$ cat config.mk
export PLATFORM = sky130hd
export DESIGN_NAME = router_port_endpoint_flat
export DESIGN_NICKNAME = d
export VERILOG_FILES = /design/src/rtl/router_port_endpoint_pkg.sv /design/src/rtl/router_port_endpoint_if.sv /design/src/rtl/router_port_endpoint_pkt_queue.sv /design/src/rtl/router_port_endpoint.sv /design/src/flat_wrapper.sv
export SDC_FILE = /design/constraint.sdc
export NUM_CORES = 1
export LEC_CHECK = 0
export ABC_AREA = 1
export CORE_ASPECT_RATIO = 1.75
export CORE_UTILIZATION = 58
export CTS_BUF_LIST = sky130_fd_sc_hd__clkbuf_8 sky130_fd_sc_hd__clkbuf_16
export DETAILED_ROUTE_END_ITERATION = 6
export GPL_ROUTABILITY_DRIVEN = 0
export MAX_ROUTING_LAYER = met4
export PLACE_DENSITY = 0.82
export REMOVE_ABC_BUFFERS = 1
export SETUP_SLACK_MARGIN = 0.2
export SYNTH_ARGS = -nofsm -noshare
export SYNTH_HDL_FRONTEND = slang
export SYNTH_SLANG_ARGS = --single-unit
$ cat constraint.sdc
create_clock -name clock -period 13.1 [get_ports clock]
set_input_delay 2.62 -clock clock [delete_from_list [all_inputs] [get_ports clock]]
set_output_delay 2.62 -clock clock [all_outputs]
set_load 0.05 [all_outputs]
$ cat src/rtl/router_port_endpoint_pkg.sv
// Shared types and constants for the router-side node link endpoint.
// pkt_t      : 4-byte packet {src, dest, data}; byte 0 on the wire is {src, dest}.
// PKT_BYTES  : bytes per packet, fixed by the width of pkt_t.
// rx/tx enums: state encodings for the inbound and outbound FSMs.
// pkt_byte() : selects wire byte k of a packet, MSB first.
package router_port_endpoint_pkg;

  localparam int PKT_BYTES = 4;
  localparam int IDX_W     = $clog2(PKT_BYTES);

  typedef struct packed {
    logic [3:0]  src;
    logic [3:0]  dest;
    logic [23:0] data;
  } pkt_t;

  typedef enum logic {
    RX_IDLE,
    RX_RECV
  } rx_state_e;

  typedef enum logic [1:0] {
    TX_IDLE,
    TX_WAIT,
    TX_SEND
  } tx_state_e;

  function automatic logic [7:0] pkt_byte(input pkt_t p, input logic [IDX_W-1:0] idx);
    logic [8*PKT_BYTES-1:0] bits;
    bits = p;
    return bits[8*(PKT_BYTES-1-int'(idx)) +: 8];
  endfunction

endpackage

$ cat src/rtl/router_port_endpoint_if.sv
// Bundle of every non-clock signal of one router port endpoint.
// Node side : free_to_node/put_from_node/payload_from_node (inbound),
//             node_free/put_to_node/payload_to_node (outbound).
// Core side : rx_pkt/rx_valid/rx_ready/rx_err (inbound),
//             tx_pkt/tx_valid/tx_ready (outbound).
// slave  modport: the endpoint itself.
// master modport: the surrounding node + router core.
interface router_port_endpoint_if;
  import router_port_endpoint_pkg::*;

  logic       free_to_node;
  logic       put_from_node;
  logic [7:0] payload_from_node;
  pkt_t       rx_pkt;
  logic       rx_valid;
  logic       rx_ready;
  logic       rx_err;
  pkt_t       tx_pkt;
  logic       tx_valid;
  logic       tx_ready;
  logic       node_free;
  logic       put_to_node;
  logic [7:0] payload_to_node;

  modport slave (
    output free_to_node, rx_pkt, rx_valid, rx_err, tx_ready, put_to_node, payload_to_node,
    input  put_from_node, payload_from_node, rx_ready, tx_pkt, tx_valid, node_free
  );

  modport master (
    input  free_to_node, rx_pkt, rx_valid, rx_err, tx_ready, put_to_node, payload_to_node,
    output put_from_node, payload_from_node, rx_ready, tx_pkt, tx_valid, node_free
  );

endinterface

$ cat src/rtl/router_port_endpoint_pkt_queue.sv
// pkt_queue: small circular FIFO with a combinational head.
// clock/reset : rising-edge clock, asynchronous active-high reset (empties the queue)
// wr_en/wr_data : push on the clock edge (ignored when full)
// rd_en/rd_data : rd_data is the current head; rd_en removes it (ignored when empty)
// full/empty/count : occupancy status from registers
module pkt_queue #(
  parameter  int DEPTH = 2,
  parameter  int WIDTH = 32,
  localparam int PTR_W = (DEPTH > 1) ? $clog2(DEPTH) : 1,
  localparam int CNT_W = $clog2(DEPTH + 1)
) (
  input  logic             clock,
  input  logic             reset,
  input  logic             wr_en,
  input  logic [WIDTH-1:0] wr_data,
  input  logic             rd_en,
  output logic [WIDTH-1:0] rd_data,
  output logic             full,
  output logic             empty,
  output logic [CNT_W-1:0] count
);

  logic [WIDTH-1:0] mem_q [DEPTH];
  logic [WIDTH-1:0] mem_d [DEPTH];
  logic [PTR_W-1:0] wr_ptr_q, wr_ptr_d;
  logic [PTR_W-1:0] rd_ptr_q, rd_ptr_d;
  logic [CNT_W-1:0] count_q, count_d;
  logic             do_push, do_pop;

  // Pointers wrap explicitly so DEPTH need not be a power of two.
  function automatic logic [PTR_W-1:0] next_ptr(input logic [PTR_W-1:0] p);
    return (p == PTR_W'(DEPTH - 1)) ? '0 : p + PTR_W'(1);
  endfunction

  assign full    = (count_q == CNT_W'(DEPTH));
  assign empty   = (count_q == '0);
  assign count   = count_q;
  assign rd_data = mem_q[rd_ptr_q];
  assign do_push = wr_en && !full;
  assign do_pop  = rd_en && !empty;

  always_comb begin
    mem_d    = mem_q;
    wr_ptr_d = wr_ptr_q;
    rd_ptr_d = rd_ptr_q;
    if (do_push) begin
      mem_d[wr_ptr_q] = wr_data;
      wr_ptr_d        = next_ptr(wr_ptr_q);
    end
    if (do_pop) begin
      rd_ptr_d = next_ptr(rd_ptr_q);
    end
    count_d = count_q + CNT_W'(do_push) - CNT_W'(do_pop);
  end

  always_ff @(posedge clock or posedge reset) begin
    if (reset) begin
      mem_q    <= '{default: '0};
      wr_ptr_q <= '0;
      rd_ptr_q <= '0;
      count_q  <= '0;
    end else begin
      mem_q    <= mem_d;
      wr_ptr_q <= wr_ptr_d;
      rd_ptr_q <= rd_ptr_d;
      count_q  <= count_d;
    end
  end

endmodule

$ cat src/rtl/router_port_endpoint.sv
// router_port_endpoint: router-side end of the byte-serial node link.
// Inbound : assembles 4-byte packets put by the node (MSB first) and buffers
//           them in an RX_DEPTH-deep queue presented to the router core.
// Outbound: takes one packet from the router core, waits for node_free, then
//           streams its 4 bytes back-to-back to the node.
// Ports: clock, reset (async, active-high), port (router_port_endpoint_if.slave).
module router_port_endpoint
  import router_port_endpoint_pkg::*;
#(
  parameter int RX_DEPTH = 2
) (
  input  logic                        clock,
  input  logic                        reset,
  router_port_endpoint_if.slave       port
);

  localparam int CNT_W = $clog2(RX_DEPTH + 1);

  rx_state_e                  rx_state_q, rx_state_d;
  logic [IDX_W-1:0]           rx_idx_q, rx_idx_d;
  logic [8*(PKT_BYTES-1)-1:0] rx_shift_q, rx_shift_d;
  logic                       rx_err_q, rx_err_d;
  logic [8*PKT_BYTES-1:0]     rx_asm;
  logic [8*PKT_BYTES-1:0]     rx_head;
  logic                       rx_push, rx_full, rx_empty, free;
  logic [CNT_W-1:0]           rx_count;

  tx_state_e                  tx_state_q, tx_state_d;
  logic [IDX_W-1:0]           tx_idx_q, tx_idx_d;
  pkt_t                       tx_pkt_q, tx_pkt_d;
  logic                       put_out;
  logic [7:0]                 payload_out;

  pkt_queue #(
    .DEPTH (RX_DEPTH),
    .WIDTH ($bits(pkt_t))
  ) rx_queue (
    .clock   (clock),
    .reset   (reset),
    .wr_en   (rx_push),
    .wr_data (rx_asm),
    .rd_en   (port.rx_ready),
    .rd_data (rx_head),
    .full    (rx_full),
    .empty   (rx_empty),
    .count   (rx_count)
  );

  // Free only between packets and only while a whole packet still fits.
  assign free              = (rx_state_q == RX_IDLE) && (rx_count < CNT_W'(RX_DEPTH));
  assign rx_asm            = {rx_shift_q, port.payload_from_node};
  assign port.free_to_node = free;
  assign port.rx_pkt       = pkt_t'(rx_head);
  assign port.rx_valid     = !rx_empty;
  assign port.rx_err       = rx_err_q;

  // Inbound FSM: shifts bytes in; the last byte is pushed straight from
  // the bus so the packet lands in the queue on the edge it arrives.
  always_comb begin
    rx_state_d = rx_state_q;
    rx_idx_d   = rx_idx_q;
    rx_shift_d = rx_shift_q;
    rx_err_d   = 1'b0;
    rx_push    = 1'b0;
    case (rx_state_q)
      RX_IDLE: begin
        if (port.put_from_node && free) begin
          rx_shift_d = rx_asm[8*(PKT_BYTES-1)-1:0];
          rx_idx_d   = IDX_W'(1);
          rx_state_d = RX_RECV;
        end
      end
      RX_RECV: begin
        if (port.put_from_node) begin
          rx_shift_d = rx_asm[8*(PKT_BYTES-1)-1:0];
          if (rx_idx_q == IDX_W'(PKT_BYTES - 1)) begin
            rx_push    = !rx_full;
            rx_idx_d   = '0;
            rx_state_d = RX_IDLE;
          end else begin
            rx_idx_d = rx_idx_q + IDX_W'(1);
          end
        end else begin
          rx_idx_d   = '0;
          rx_err_d   = 1'b1;
          rx_state_d = RX_IDLE;
        end
      end
      default: rx_state_d = RX_IDLE;
    endcase
  end

  // Outbound FSM: byte 0 goes out combinationally as soon as node_free is
  // seen in WAIT; after that the rest is committed and ignores node_free.
  always_comb begin
    tx_state_d  = tx_state_q;
    tx_idx_d    = tx_idx_q;
    tx_pkt_d    = tx_pkt_q;
    put_out     = 1'b0;
    payload_out = 8'h00;
    case (tx_state_q)
      TX_IDLE: begin
        if (port.tx_valid) begin
          tx_pkt_d   = port.tx_pkt;
          tx_state_d = TX_WAIT;
        end
      end
      TX_WAIT: begin
        if (port.node_free) begin
          put_out     = 1'b1;
          payload_out = pkt_byte(tx_pkt_q, '0);
          tx_idx_d    = IDX_W'(1);
          tx_state_d  = TX_SEND;
        end
      end
      TX_SEND: begin
        put_out     = 1'b1;
        payload_out = pkt_byte(tx_pkt_q, tx_idx_q);
        if (tx_idx_q == IDX_W'(PKT_BYTES - 1)) begin
          tx_idx_d   = '0;
          tx_state_d = TX_IDLE;
        end else begin
          tx_idx_d = tx_idx_q + IDX_W'(1);
        end
      end
      default: tx_state_d = TX_IDLE;
    endcase
  end

  assign port.tx_ready        = (tx_state_q == TX_IDLE);
  assign port.put_to_node     = put_out;
  assign port.payload_to_node = payload_out;

  always_ff @(posedge clock or posedge reset) begin
    if (reset) begin
      rx_state_q <= RX_IDLE;
      rx_idx_q   <= '0;
      rx_shift_q <= '0;
      rx_err_q   <= 1'b0;
      tx_state_q <= TX_IDLE;
      tx_idx_q   <= '0;
      tx_pkt_q   <= '0;
    end else begin
      rx_state_q <= rx_state_d;
      rx_idx_q   <= rx_idx_d;
      rx_shift_q <= rx_shift_d;
      rx_err_q   <= rx_err_d;
      tx_state_q <= tx_state_d;
      tx_idx_q   <= tx_idx_d;
      tx_pkt_q   <= tx_pkt_d;
    end
  end

endmodule

$ cat src/flat_wrapper.sv
// flat-port wrapper written by rule: the top's interface ports become plain ports
module router_port_endpoint_flat import router_port_endpoint_pkg::*;
#(
  parameter int RX_DEPTH = 2
)
  (clock, reset, port_free_to_node, port_rx_pkt, port_rx_valid, port_rx_err, port_tx_ready, port_put_to_node, port_payload_to_node, port_put_from_node, port_payload_from_node, port_rx_ready, port_tx_pkt, port_tx_valid, port_node_free);
  router_port_endpoint_if port_i ();
  input  logic clock;
  input  logic reset;
  output wire logic [$bits(port_i.free_to_node)-1:0] port_free_to_node;
  output wire logic [$bits(port_i.rx_pkt)-1:0] port_rx_pkt;
  output wire logic [$bits(port_i.rx_valid)-1:0] port_rx_valid;
  output wire logic [$bits(port_i.rx_err)-1:0] port_rx_err;
  output wire logic [$bits(port_i.tx_ready)-1:0] port_tx_ready;
  output wire logic [$bits(port_i.put_to_node)-1:0] port_put_to_node;
  output wire logic [$bits(port_i.payload_to_node)-1:0] port_payload_to_node;
  input wire logic [$bits(port_i.put_from_node)-1:0] port_put_from_node;
  input wire logic [$bits(port_i.payload_from_node)-1:0] port_payload_from_node;
  input wire logic [$bits(port_i.rx_ready)-1:0] port_rx_ready;
  input wire logic [$bits(port_i.tx_pkt)-1:0] port_tx_pkt;
  input wire logic [$bits(port_i.tx_valid)-1:0] port_tx_valid;
  input wire logic [$bits(port_i.node_free)-1:0] port_node_free;
  assign port_free_to_node = port_i.free_to_node;
  assign port_rx_pkt = port_i.rx_pkt;
  assign port_rx_valid = port_i.rx_valid;
  assign port_rx_err = port_i.rx_err;
  assign port_tx_ready = port_i.tx_ready;
  assign port_put_to_node = port_i.put_to_node;
  assign port_payload_to_node = port_i.payload_to_node;
  assign port_i.put_from_node = port_put_from_node;
  assign port_i.payload_from_node = port_payload_from_node;
  assign port_i.rx_ready = port_rx_ready;
  assign port_i.tx_pkt = port_tx_pkt;
  assign port_i.tx_valid = port_tx_valid;
  assign port_i.node_free = port_node_free;
  router_port_endpoint #(.RX_DEPTH(RX_DEPTH)) u_core (.clock(clock), .reset(reset), .port(port_i));
endmodule
==> summary.md, run 1 <==
| Metric | Value |
|---|---|
| Status | complete, no violations |
| Vias in the first global route | 4,560 |
| Synth area leader | dfrtp_1 |
| Clock tree root buffer cell | clkbuf_16 |
| PwrDens | around 240 nW/um2 |
| XOR/XNOR Fraction of Synth Area | 0.4439% |
| Top post-synthesis cells by area | dfrtp_1 (56%), nand2_1 (10%), mux2_2 (6.1%), inv_1 (4.9%), a21oi_1 (3.6%) |
| Nets | 779 |
| Avg Inst Size Synth | 9.177 um2 |
| Final Max Slew Viols | 0 |
| Hpwl dp | approximately 8.1 mm |
| Max Clk Rate | 0.1412 GHz |
| Antenna violations before repair | 0 |
| Clock sink count | 132 |
| Htree depth | 4 |
| Post-cts resize count | 0 |
| Cell breakdown of the critical path | clkdlybuf4s50_1 -> nand2_1 -> inv_1 -> nand2_1 -> a21oi_1 -> clkdlybuf4s50_1 |
| Routed length on met2 | 6.732 mm |
| GRT overflow | 0 |
| Final WL | 12.50 mm |
| Cell row count | 48 |
| Hold Buf Count CTS | 0 |
| Die area | between 10,000 and 15,000 um2 |
| Crit path max fanout | 8 |
| Largest net degree at the start of global routing | 88 |
| Antenna-violating nets left | 0 |
| Cells after synthesis | roughly 650 |
| Placed cell area | 6835 um2 |
| Iter 0 DRT Violations | 186 |
| Endpoint kind of the worst setup timing path | output pin |
| Worst slew margin | about a quarter |
| Yosys reg bits | approximately 130 |
| Slowest stage cell, crit path | clkdlybuf4s50_1 |
| Simple-gate share of the synthesized area | around 15% |
| Crit path launch type | input pin |
| HP Class | reg2reg |
| Top cells by count, synth | nand2_1 (159), dfrtp_1 (132), inv_1 (77), a21oi_1 (42), o21ai_1 (39) |
| Synth Flop Type | dfrtp_1 |
| R2r startpoint | u_core.rx_idx_q[0]$_DFFE_PP0P_ |
| WHS Endpoint | u_core.rx_shift_q[18]$_DFFE_PP0P_ |
| Die X | 78.37 um |
| CTS buffer count | 17 |
| Least-Margin Pin Slew | 1096 ps |
| Crit Path Class | in2out |
| Share of cells above drive strength 1 | 12.89% |
| IO Port Bufs | 90 |
| Core Region | about 9900 um2 |
| M1 WL | approximately 5 mm |
| Worst path required time | ~10,000 ps |
| Setup TNS | 0 ps |
| LEAKAGE | 3.550 nW |
| Yosys Warn Count | 0 |
| Max Root-Sink Buffers | 2 |
| RSZ-0062 raised after global routing | false |
| Peak VDD IR | about 0.00024 V |
| Reg-to-Reg End | u_core.rx_queue.mem_q[42]$_DFFE_PP0P_ |
| Tmin final | 7084 ps |
| DR WL/cell | between 10 and 15 um |
| Crit path DAT | 4460 ps |
| Slowest stage delay, CP | 820 ps |
| Share of async-settable or async-resettable flops after synthesis | 100.0% |
| Diodes inserted | 0 |
| Routed vias/inst | 5.281 |
| Post-route core utilization | 74.48% |
| R2R depth | 7 |
| Reg clk slew, reported paths | approximately 50 ps |
| Post-synth EDFFs | 0 |
| Total number of vias | between 4,000 and 5,000 |
| Insertion delay to the later sink of the worst-skew pair | 400 ps |
| Max cap viols | 0 |
| Syn-to-layout area delta | 24.69% |
| Drt pass-1 iters | 5 |
| Setup Fix Bufs, Post-CTS | 0 |
| Metal3 WL | 474 um |
| Top-count cell post-synth | nand2_1 |
| Seq/Total Area, Yosys | 55.80% |
| GRT Util Overall | 26.31% |
| Max Used Layer | met4 |
| Post-synthesis cell area | slightly below 6000 um2 |
| Final Cell Area | 7381 um2 |
| Min-delay src | u_core.rx_shift_q[18]$_DFFE_PP0P_ |
| Final period utilization | 54.08% |
| Boundary pin count | 91 |
| CTS tree | built |
| Main combinational cell family by area after synthesis | simple AND/OR/NAND/NOR gates |
| Yosys cell types | 23 |
| Min-Delay Path Depth | 2 |
| Final setup fails | 0 |
| Multiplexer area fraction after synthesis | 6.088% |
| Post-synthesis adder-cell area fraction | 1.691% |
| Global-route wire length before repair | 20.84 mm |
| Post-synthesis compound-gate area fraction | 13.13% |
| Final hold violation count | 0 |
| # DRC | 0 |
| Die H | 135.6 um |
| Clk_skew | 7.167 ps |
| Initial Util | approximately 60% |
| Top cell type's share of synthesized area | a little under three fifths |
| Register-to-register setup slack | 10,760 ps |
## stage by stage
stage | std cells | hold slack (ps) | power, mW | setup slack, ps
after floorplan | 612 | 447.6 | 1.146 | 6803
after global placement | 831 | 460.5 | 1.333 | 6101
after detailed placement | 831 | 472.7 | 1.366 | 6025
after CTS | 862 | 486.8 | 1.806 | 6016
after global routing | 862 | 506.0 | 1.908 | 5890
final | 862 | 480.7 | 1.794 | 6016
## flip-flops by register name, summed over array words and instances (netlist names)
name / count
u_core.rx_queue.rd_ptr_q: 1
u_core.rx_queue.count: 2
u_core.rx_idx_q: 2
u_core.rx_queue.wr_ptr_q: 1
u_core.tx_pkt_q: 32
u_core.tx_state_q: 2
u_core.port.rx_err: 1
u_core.rx_shift_q: 24
u_core.tx_idx_q: 2
u_core.rx_queue.mem_q: 64
u_core.rx_state_q: 1
## cell usage in the layout (no fill, tap or decap), types with 2 or more instances in the layout
cell type,count
clkinv_2,4
mux2_2,32
o21ai_0,34
xnor2_1,2
clkinvlp_4,3
nor2_1,35
or2_2,2
o21ai_1,38
dfrtp_1,132
clkbuf_8,2
inv_1,79
buf_4,4
o21ai_2,23
ha_1,8
nand3_1,20
a21oi_1,42
clkinv_1,2
clkbuf_16,17
clkdlybuf4s50_1,90
nand2_1,158
## power breakdown
group	internal (mW)	total [mW]	switching, mW
clock	0.266	0.428	0.162
combinational	0.252	0.729	0.477
sequential	0.553	0.636	0.0833
total	1.07	1.79	0.723
## worst max-delay path: cells and delay by family
kind                   cells  cell delay (ps)
AO/OA/AOI/OAI              1              160
AND/OR/NAND/NOR            2              180
buffers and inverters      3             1510
## metal layers
metal  vias to the layer above  global-route usage [%]
met5                         -                       -
met2                       131                   45.52
met1                      2173                   29.30
met3                        30                   5.185
li1                       2218                       -
met4                         0                   11.32
## cell type report
cell class / count / area, um2
multi-input cells: 400 / 2142
fillers: 713 / 2529
well taps: 125 / 156.4
repair buffers: 94 / 930.9
flip-flops and latches: 132 / 3303
clock inverters: 12 / 92.59
clock buffers: 19 / 452.9
inverters: 80 / 302.8
## cells by family after synthesis
kind of cell / after synthesis
buf+inv: 113
flops: 132
xor+xnor: 3
fa+ha+maj: 8
mux: 32
compound gates: 138
simple gates: 219
## worst max path at each step
stage | start | endpoint | slack [ps] | cells after the start
floorplan | port_node_free | port_payload_to_node[0] | 6800 | 4
global placement | port_node_free | port_payload_to_node[2] | 6100 | 6
detailed placement | port_node_free | port_payload_to_node[3] | 6020 | 6
CTS | port_node_free | port_payload_to_node[3] | 6020 | 6
global route | port_node_free | port_payload_to_node[7] | 5890 | 6
finish | port_node_free | port_payload_to_node[6] | 6020 | 6
Note: power is estimated with default switching activity, not from simulation.
==> inputs of run 2 (changes only) <==
--- a/config.mk
+++ b/config.mk
@@ -7,12 +7,12 @@
 export LEC_CHECK = 0
 export ABC_AREA = 1
 export CORE_ASPECT_RATIO = 1.75
-export CORE_UTILIZATION = 58
+export CORE_UTILIZATION = 54
 export CTS_BUF_LIST = sky130_fd_sc_hd__clkbuf_8 sky130_fd_sc_hd__clkbuf_16
 export DETAILED_ROUTE_END_ITERATION = 6
 export GPL_ROUTABILITY_DRIVEN = 0
 export MAX_ROUTING_LAYER = met4
-export PLACE_DENSITY = 0.82
+export PLACE_DENSITY = 0.77
 export REMOVE_ABC_BUFFERS = 1
 export SETUP_SLACK_MARGIN = 0.2
 export SYNTH_ARGS = -nofsm -noshare
==> constraint.sdc (replaced) <==
create_clock -name clock -period 7.4 [get_ports clock]
set_input_delay 1.48 -clock clock [delete_from_list [all_inputs] [get_ports clock]]
set_output_delay 1.48 -clock clock [all_outputs]
set_load 0.05 [all_outputs]
==> summary.md, run 2 (synthesis gave the netlist of run 1 again) <==
| Metric | Value |
|---|---|
| Max Clk Rate | 0.2061 GHz |
| Slowest stage cell, crit path | clkdlybuf4s50_1 (unchanged) |
| Final hold violation count | 0 (unchanged) |
| Crit path max fanout | 8 (unchanged) |
| GRT Util Overall | 24.00% (was 26.31%) |
| Diodes inserted | 0 (unchanged) |
| DR WL/cell | 14.07 um (was 14.50 um) |
| Die H | 140.5 um (was 135.6 um) |
| Max FFs per register | 64 (unchanged) |
| Iter 0 DRT Violations | 184 (was 186) |
| Post-cts resize count | 0 (unchanged) |
| Setup TNS | 0 ps (unchanged) |
| Drt pass-1 iters | 5 (unchanged) |
| R2r startpoint | u_core.rx_idx_q[0]$_DFFE_PP0P_ (unchanged) |
| Boundary pin count | 91 (unchanged) |
| Endpoint kind of the worst setup timing path | output pin (unchanged) |
| Final worst setup slack | 2549 ps (was 6016 ps) |
| Global-route wire length before repair | 20.23 mm (was 20.84 mm) |
| Final period utilization | 65.55% |
| RSZ-0062 raised after global routing | false (unchanged) |
| HP Class | reg2reg (unchanged) |
| Tmin final | 4851 ps |
| Core Region | 10,700 um2 (was 9910 um2) |
| CTS buffer count | 17 (unchanged) |
| Routed vias/inst | 5.159 (was 5.281) |
| Cell breakdown of the critical path | clkdlybuf4s50_1 -> nand2_1 -> inv_1 -> nand2_1 -> a21oi_1 -> clkdlybuf4s50_1 (unchanged) |
| Clock sink count | 132 (unchanged) |
| Reg clk slew, reported paths | 60 ps (was 50 ps) |
| Cell family with most CP delay | buffers and inverters (unchanged) |
| Total number of vias | 4,488 (was 4,552) |
| Slowest stage delay, CP | 820 ps (about the same) |
| Final WL | 12.24 mm (was 12.50 mm) |
| Antenna violations before repair | 0 (unchanged) |
| Clock tree root buffer cell | clkbuf_16 (unchanged) |
| Antenna-violating nets left | 0 (unchanged) |
| WP buf/inv | 3 (unchanged) |
| Final setup fails | 0 (unchanged) |
| LEAKAGE | 3.560 nW (was 3.550 nW) |
| Setup Fix Bufs, Post-CTS | 0 (unchanged) |
| Biggest register | u_core.rx_queue.mem_q (unchanged) |
| Most frequent cells in the layout | nand2_1 (158), dfrtp_1 (132), clkdlybuf4s50_1 (90) (unchanged) |
| M1 WL | 4.972 mm (was 4.981 mm) |
| Crit path launch type | input pin (unchanged) |
| Initial Util | 55.33% (was 59.73%) |
| Die area | 11,400 um2 (was 10,630 um2) |
| GRT overflow | 0 (unchanged) |
| Cell row count | 50 (was 48) |
| Crit path DAT | 3370 ps (was 4460 ps) |
| Status | complete, no violations (unchanged) |
| Fill cells | 802 (was 713) |
| Peak VDD IR | 0.0003016 V (was 0.0002390 V) |
| Clk_skew | 8.417 ps (was 7.167 ps) |
| Worst Setup SP | port_node_free (unchanged) |
| Worst slew margin | 26.41% (was 26.68%) |
| Max Root-Sink Buffers | 2 (unchanged) |
| Crit Path Class | in2out (unchanged) |
| Syn-to-layout area delta | 25.81% (was 24.69%) |
| IO Port Bufs | 90 (unchanged) |
| Share of cells above drive strength 1 | 13.65% (was 12.89%) |
| Top Registers | u_core.rx_queue.mem_q (64), u_core.tx_pkt_q (32), u_core.rx_shift_q (24) (unchanged) |
| Metal3 WL | 542 um (was 474 um) |
| Worst path required time | 5920 ps (was 10,480 ps) |
| PwrDens | 433.7 nW/um2 (was 243.0 nW/um2) |
| Vias in the first global route | 4,452 (was 4,560) |
| Final Max Slew Viols | 0 (unchanged) |
| Largest net degree at the start of global routing | 79 (was 88) |
| Max cap viols | 0 (unchanged) |
| Register-to-register setup slack | 5460 ps (was 10,760 ps) |
| Commonest non-fill, non-tap cell in the layout | nand2_1 (unchanged) |
| Htree depth | 4 (unchanged) |
| CTS tree | built (unchanged) |
| Total power | 3.230 mW (was 1.794 mW) |
| Routed length on met2 | 6.462 mm (was 6.732 mm) |
| Insertion delay to the later sink of the worst-skew pair | 410 ps (was 400 ps) |
| Hold Buf Count CTS | 0 (unchanged) |
| Pre-CTS WS | 2543 ps (was 6025 ps) |
| Die X | 81.15 um (was 78.37 um) |
| Nets | 781 (was 779) |
| Min-delay src | u_core.rx_queue.mem_q[52]$_DFFE_PP0P_ (was u_core.rx_shift_q[18]$_DFFE_PP0P_) |
| Least-Margin Pin Slew | 1100 ps (was 1096 ps) |
| Hpwl dp | 8.162 mm (was 8.054 mm) |
| # DRC | 0 (unchanged) |
| Max Used Layer | met4 (unchanged) |
-- run 2: layout make-up --
type	instances	area (um2)	share of cell area [%]
Clock inverter	14	151.4	2.033
Timing Repair Buffer	96	945.9	12.70
Sequential cell	132	3303	44.35
Inverter	80	302.8	4.066
Clock buffer	18	439.2	5.897
Tap cell	130	162.7	2.184
Multi-Input combinational cell	400	2142	28.76
-- run 2: metrics by stage --
stage / cell area, um2 / instances / hold WS, ps / utilization, %
floorplan: 5732 / 612 / 447.6 / -
global placement: 6857 / 838 / 461.1 / 64.09
detailed placement: 6857 / 838 / 465.7 / 64.09
CTS: 7447 / 870 / 480.4 / 69.61
global route: 7447 / 870 / 497.1 / 69.61
finish: 7447 / 870 / 478.9 / 69.61
-- run 2: layer usage --
metal	GRT usage, %	vias up
met5	-	-
met2	40.25	121
met1	26.45	2123
met4	9.962	0
met3	6.124	22
li1	-	2222
-- run 2: where the power goes --
group | internal (mW) | switching [mW] | leakage, nW
Combinational | 0.447 | 0.813 | 1.61
Clock | 0.508 | 0.321 | 0.276
Sequential | 0.978 | 0.163 | 1.68
Total | 1.93 | 1.30 | 3.56
-- run 2: final timing paths --
| path | to | cells after the start |
|---|---|---|
| max | port_payload_to_node[0] | 6 |
| min | u_core.rx_queue.mem_q[52]$_DFFE_PP0P_ | 2 |
| max reg2reg | u_core.rx_queue.mem_q[5]$_DFFE_PP0P_ | 7 |
| min reg2reg | u_core.rx_queue.mem_q[52]$_DFFE_PP0P_ | 2 |
| max in group asynchronous | u_core.rx_queue.mem_q[53]$_DFFE_PP0P_ | 3 |
| min in group asynchronous | u_core.tx_pkt_q[5]$_DFFE_PP0P_ | 2 |
-- run 2: worst min-delay path, stage by stage (launching register included) --
cell and delay, ps:
dfrtp_1 340, nand2_1 60, o21ai_2 50
==> inputs of run 3 (changes only) <==
==> constraint.sdc (replaced) <==
create_clock -name clock -period 4.6 [get_ports clock]
set_input_delay 0.92 -clock clock [delete_from_list [all_inputs] [get_ports clock]]
set_output_delay 0.92 -clock clock [all_outputs]
set_load 0.05 [all_outputs]
==> summary.md, run 3 (synthesis gave the netlist of run 1 again) <==
| Metric | Value |
|---|---|
| Status | complete, no violations (unchanged) |
| PwrDens | 706.2 nW/um2 (was 433.7 nW/um2) |
| Antenna-violating nets left | 0 (unchanged) |
| Most frequent cells in the layout | nand2_1 (158), dfrtp_1 (132), clkdlybuf4s50_1 (90) (unchanged) |
| Crit path DAT | 2760 ps (was 3370 ps) |
| Crit path max fanout | 8 (unchanged) |
| Final setup fails | 0 (unchanged) |
| Tmin final | 3679 ps |
| Max FFs per register | 64 (unchanged) |
| Die H | 140.5 um (unchanged) |
| GRT Util Overall | 23.74% (was 24.00%) |
| Diodes inserted | 0 (unchanged) |
| Commonest non-fill, non-tap cell in the layout | nand2_1 (unchanged) |
| Post-route core utilization | 70.29% (was 69.61%) |
| Iter 0 DRT Violations | 135 (was 184) |
| Crit path launch type | input pin (unchanged) |
| IO Port Bufs | 90 (unchanged) |
| Die X | 81.15 um (unchanged) |
| Register-to-register setup slack | 2650 ps (was 5460 ps) |
| Post-cts resize count | 0 (unchanged) |
| Share of cells above drive strength 1 | 13.63% (was 13.65%) |
| Hold Buf Count CTS | 0 (unchanged) |
| Final hold violation count | 0 (unchanged) |
| Final WL | 11.98 mm (was 12.24 mm) |
| Largest net degree at the start of global routing | 91 (was 79) |
| Nets | 782 (was 781) |
| LEAKAGE | 3.612 nW (was 3.560 nW) |
| Die area | 11,400 um2 (unchanged) |
| Setup TNS | 0 ps (unchanged) |
| Max cap viols | 0 (unchanged) |
| HP Class | reg2reg (unchanged) |
| Clock tree root buffer cell | clkbuf_16 (unchanged) |
| Boundary pin count | 91 (unchanged) |
| Biggest register | u_core.rx_queue.mem_q (unchanged) |
| Htree depth | 4 (unchanged) |
| Least-Margin Pin Slew | 1098 ps (was 1100 ps) |
| Register Area | 3303 um2 (unchanged) |
| Min-delay src | u_core.rx_queue.mem_q[62]$_DFFE_PP0P_ (was u_core.rx_queue.mem_q[52]$_DFFE_PP0P_) |
| Antenna violations before repair | 0 (unchanged) |
| Clock sink count | 132 (unchanged) |
| Initial Util | 55.33% (unchanged) |
| Setup Fix Bufs, Post-CTS | 0 (unchanged) |
| Final Max Slew Viols | 0 (unchanged) |
| RSZ-0062 raised after global routing | false (unchanged) |
| Cell row count | 50 (unchanged) |
| Top Registers | u_core.rx_queue.mem_q (64), u_core.tx_pkt_q (32), u_core.rx_shift_q (24) (unchanged) |
| Peak VDD IR | 0.0004933 V (was 0.0003016 V) |
| Fill cells | 817 (was 802) |
| Endpoint kind of the worst setup timing path | output pin (unchanged) |
| Max Root-Sink Buffers | 2 (unchanged) |
| Syn-to-layout area delta | 27.03% (was 25.81%) |
| Drt pass-1 iters | 5 (unchanged) |
| Worst Setup SP | port_node_free (unchanged) |
| Clk_skew | 6.417 ps (was 8.417 ps) |
| Vias in the first global route | 4,512 (was 4,452) |
| CTS tree | built (unchanged) |
| DR WL/cell | 13.75 um (was 14.07 um) |
| Max Clk Rate | 0.2718 GHz |
| Total number of vias | 4,456 (was 4,488) |
| Core Region | 10,700 um2 (unchanged) |
| # DRC | 0 (unchanged) |
| Final period utilization | 79.98% |
| Multi-input gate area | 2142 um2 (unchanged) |
| Crit Path Class | in2out (unchanged) |
| Hpwl dp | 8.072 mm (was 8.162 mm) |
| Worst path required time | 3680 ps (was 5920 ps) |
| Global-route wire length before repair | 20.10 mm (was 20.23 mm) |
| Routed vias/inst | 5.116 (was 5.159) |
| CTS buffer count | 17 (unchanged) |
| Hold WS | 473.0 ps (was 478.9 ps) |
| R2r startpoint | u_core.rx_state_q$_DFF_PP0_ (was u_core.rx_idx_q[0]$_DFFE_PP0P_) |
| Worst slew margin | 26.79% (was 26.41%) |
| Reg clk slew, reported paths | 50 ps (was 60 ps) |
| GRT overflow | 0 (unchanged) |
| Insertion delay to the later sink of the worst-skew pair | 400 ps (was 410 ps) |
==> run 3: cell types whose count changed in the layout (fill, tap and decap cells not counted), sizes merged <==
cell and delta:
clkinvlp -4, buf +1, clkbuf +2, clkinv +2, inv -2, bufinv +2
==> run 3: through the flow <==
step	area, um2	power, mW	setup slack, ps	std cells
6_report	7520	5.310	921.0	871
5_1_grt	7520	5.653	806.0	871
4_1_cts	7520	5.364	898.8	871
3_5_place_dp	6877	3.903	902.9	839
3_3_place_gp	6877	3.817	930.9	839
2_1_floorplan	5732	3.265	154.0	612
==> run 3: area by class of cell <==
cell class	count	area share, %
Timing Repair Buffer	97	12.85
Clock buffer	20	6.206
Multi-Input combinational cell	400	28.49
Tap cell	130	2.163
Inverter	80	4.027
Clock inverter	12	2.346
Sequential cell	132	43.93
==> run 3: critical path: stages <==
cell	delay (ps)
clkdlybuf4s50_1	470
nand2_1	100
inv_1	210
nand2_1	80
a21oi_1	150
clkdlybuf4s50_1	820
==> run 3: worst paths after layout <==
path	to	cells past startpoint
worst max-delay path	port_payload_to_node[2]	6
worst min-delay path	u_core.rx_queue.mem_q[62]$_DFFE_PP0P_	2
worst max register to register	u_core.rx_queue.mem_q[24]$_DFFE_PP0P_	6
worst min register to register	u_core.rx_queue.mem_q[62]$_DFFE_PP0P_	2
max in group asynchronous	u_core.rx_queue.mem_q[22]$_DFFE_PP0P_	3
min in group asynchronous	u_core.rx_queue.mem_q[21]$_DFFE_PP0P_	2
==> run 3: report_power, final <==
group / total (mW) / internal (mW) / switching [mW]
registers: 1.82 / 1.57 / 0.243
clock network: 1.43 / 0.950 / 0.481
logic: 2.06 / 0.737 / 1.32
==> run 3: per-layer routing <==
layer,GRT usage (%),routed length (um),up-vias
met5,-,0,-
met4,9.586,187,0
met3,5.863,477,19
met2,40.47,6383,114
met1,25.80,4930,2104
li1,-,-,2219
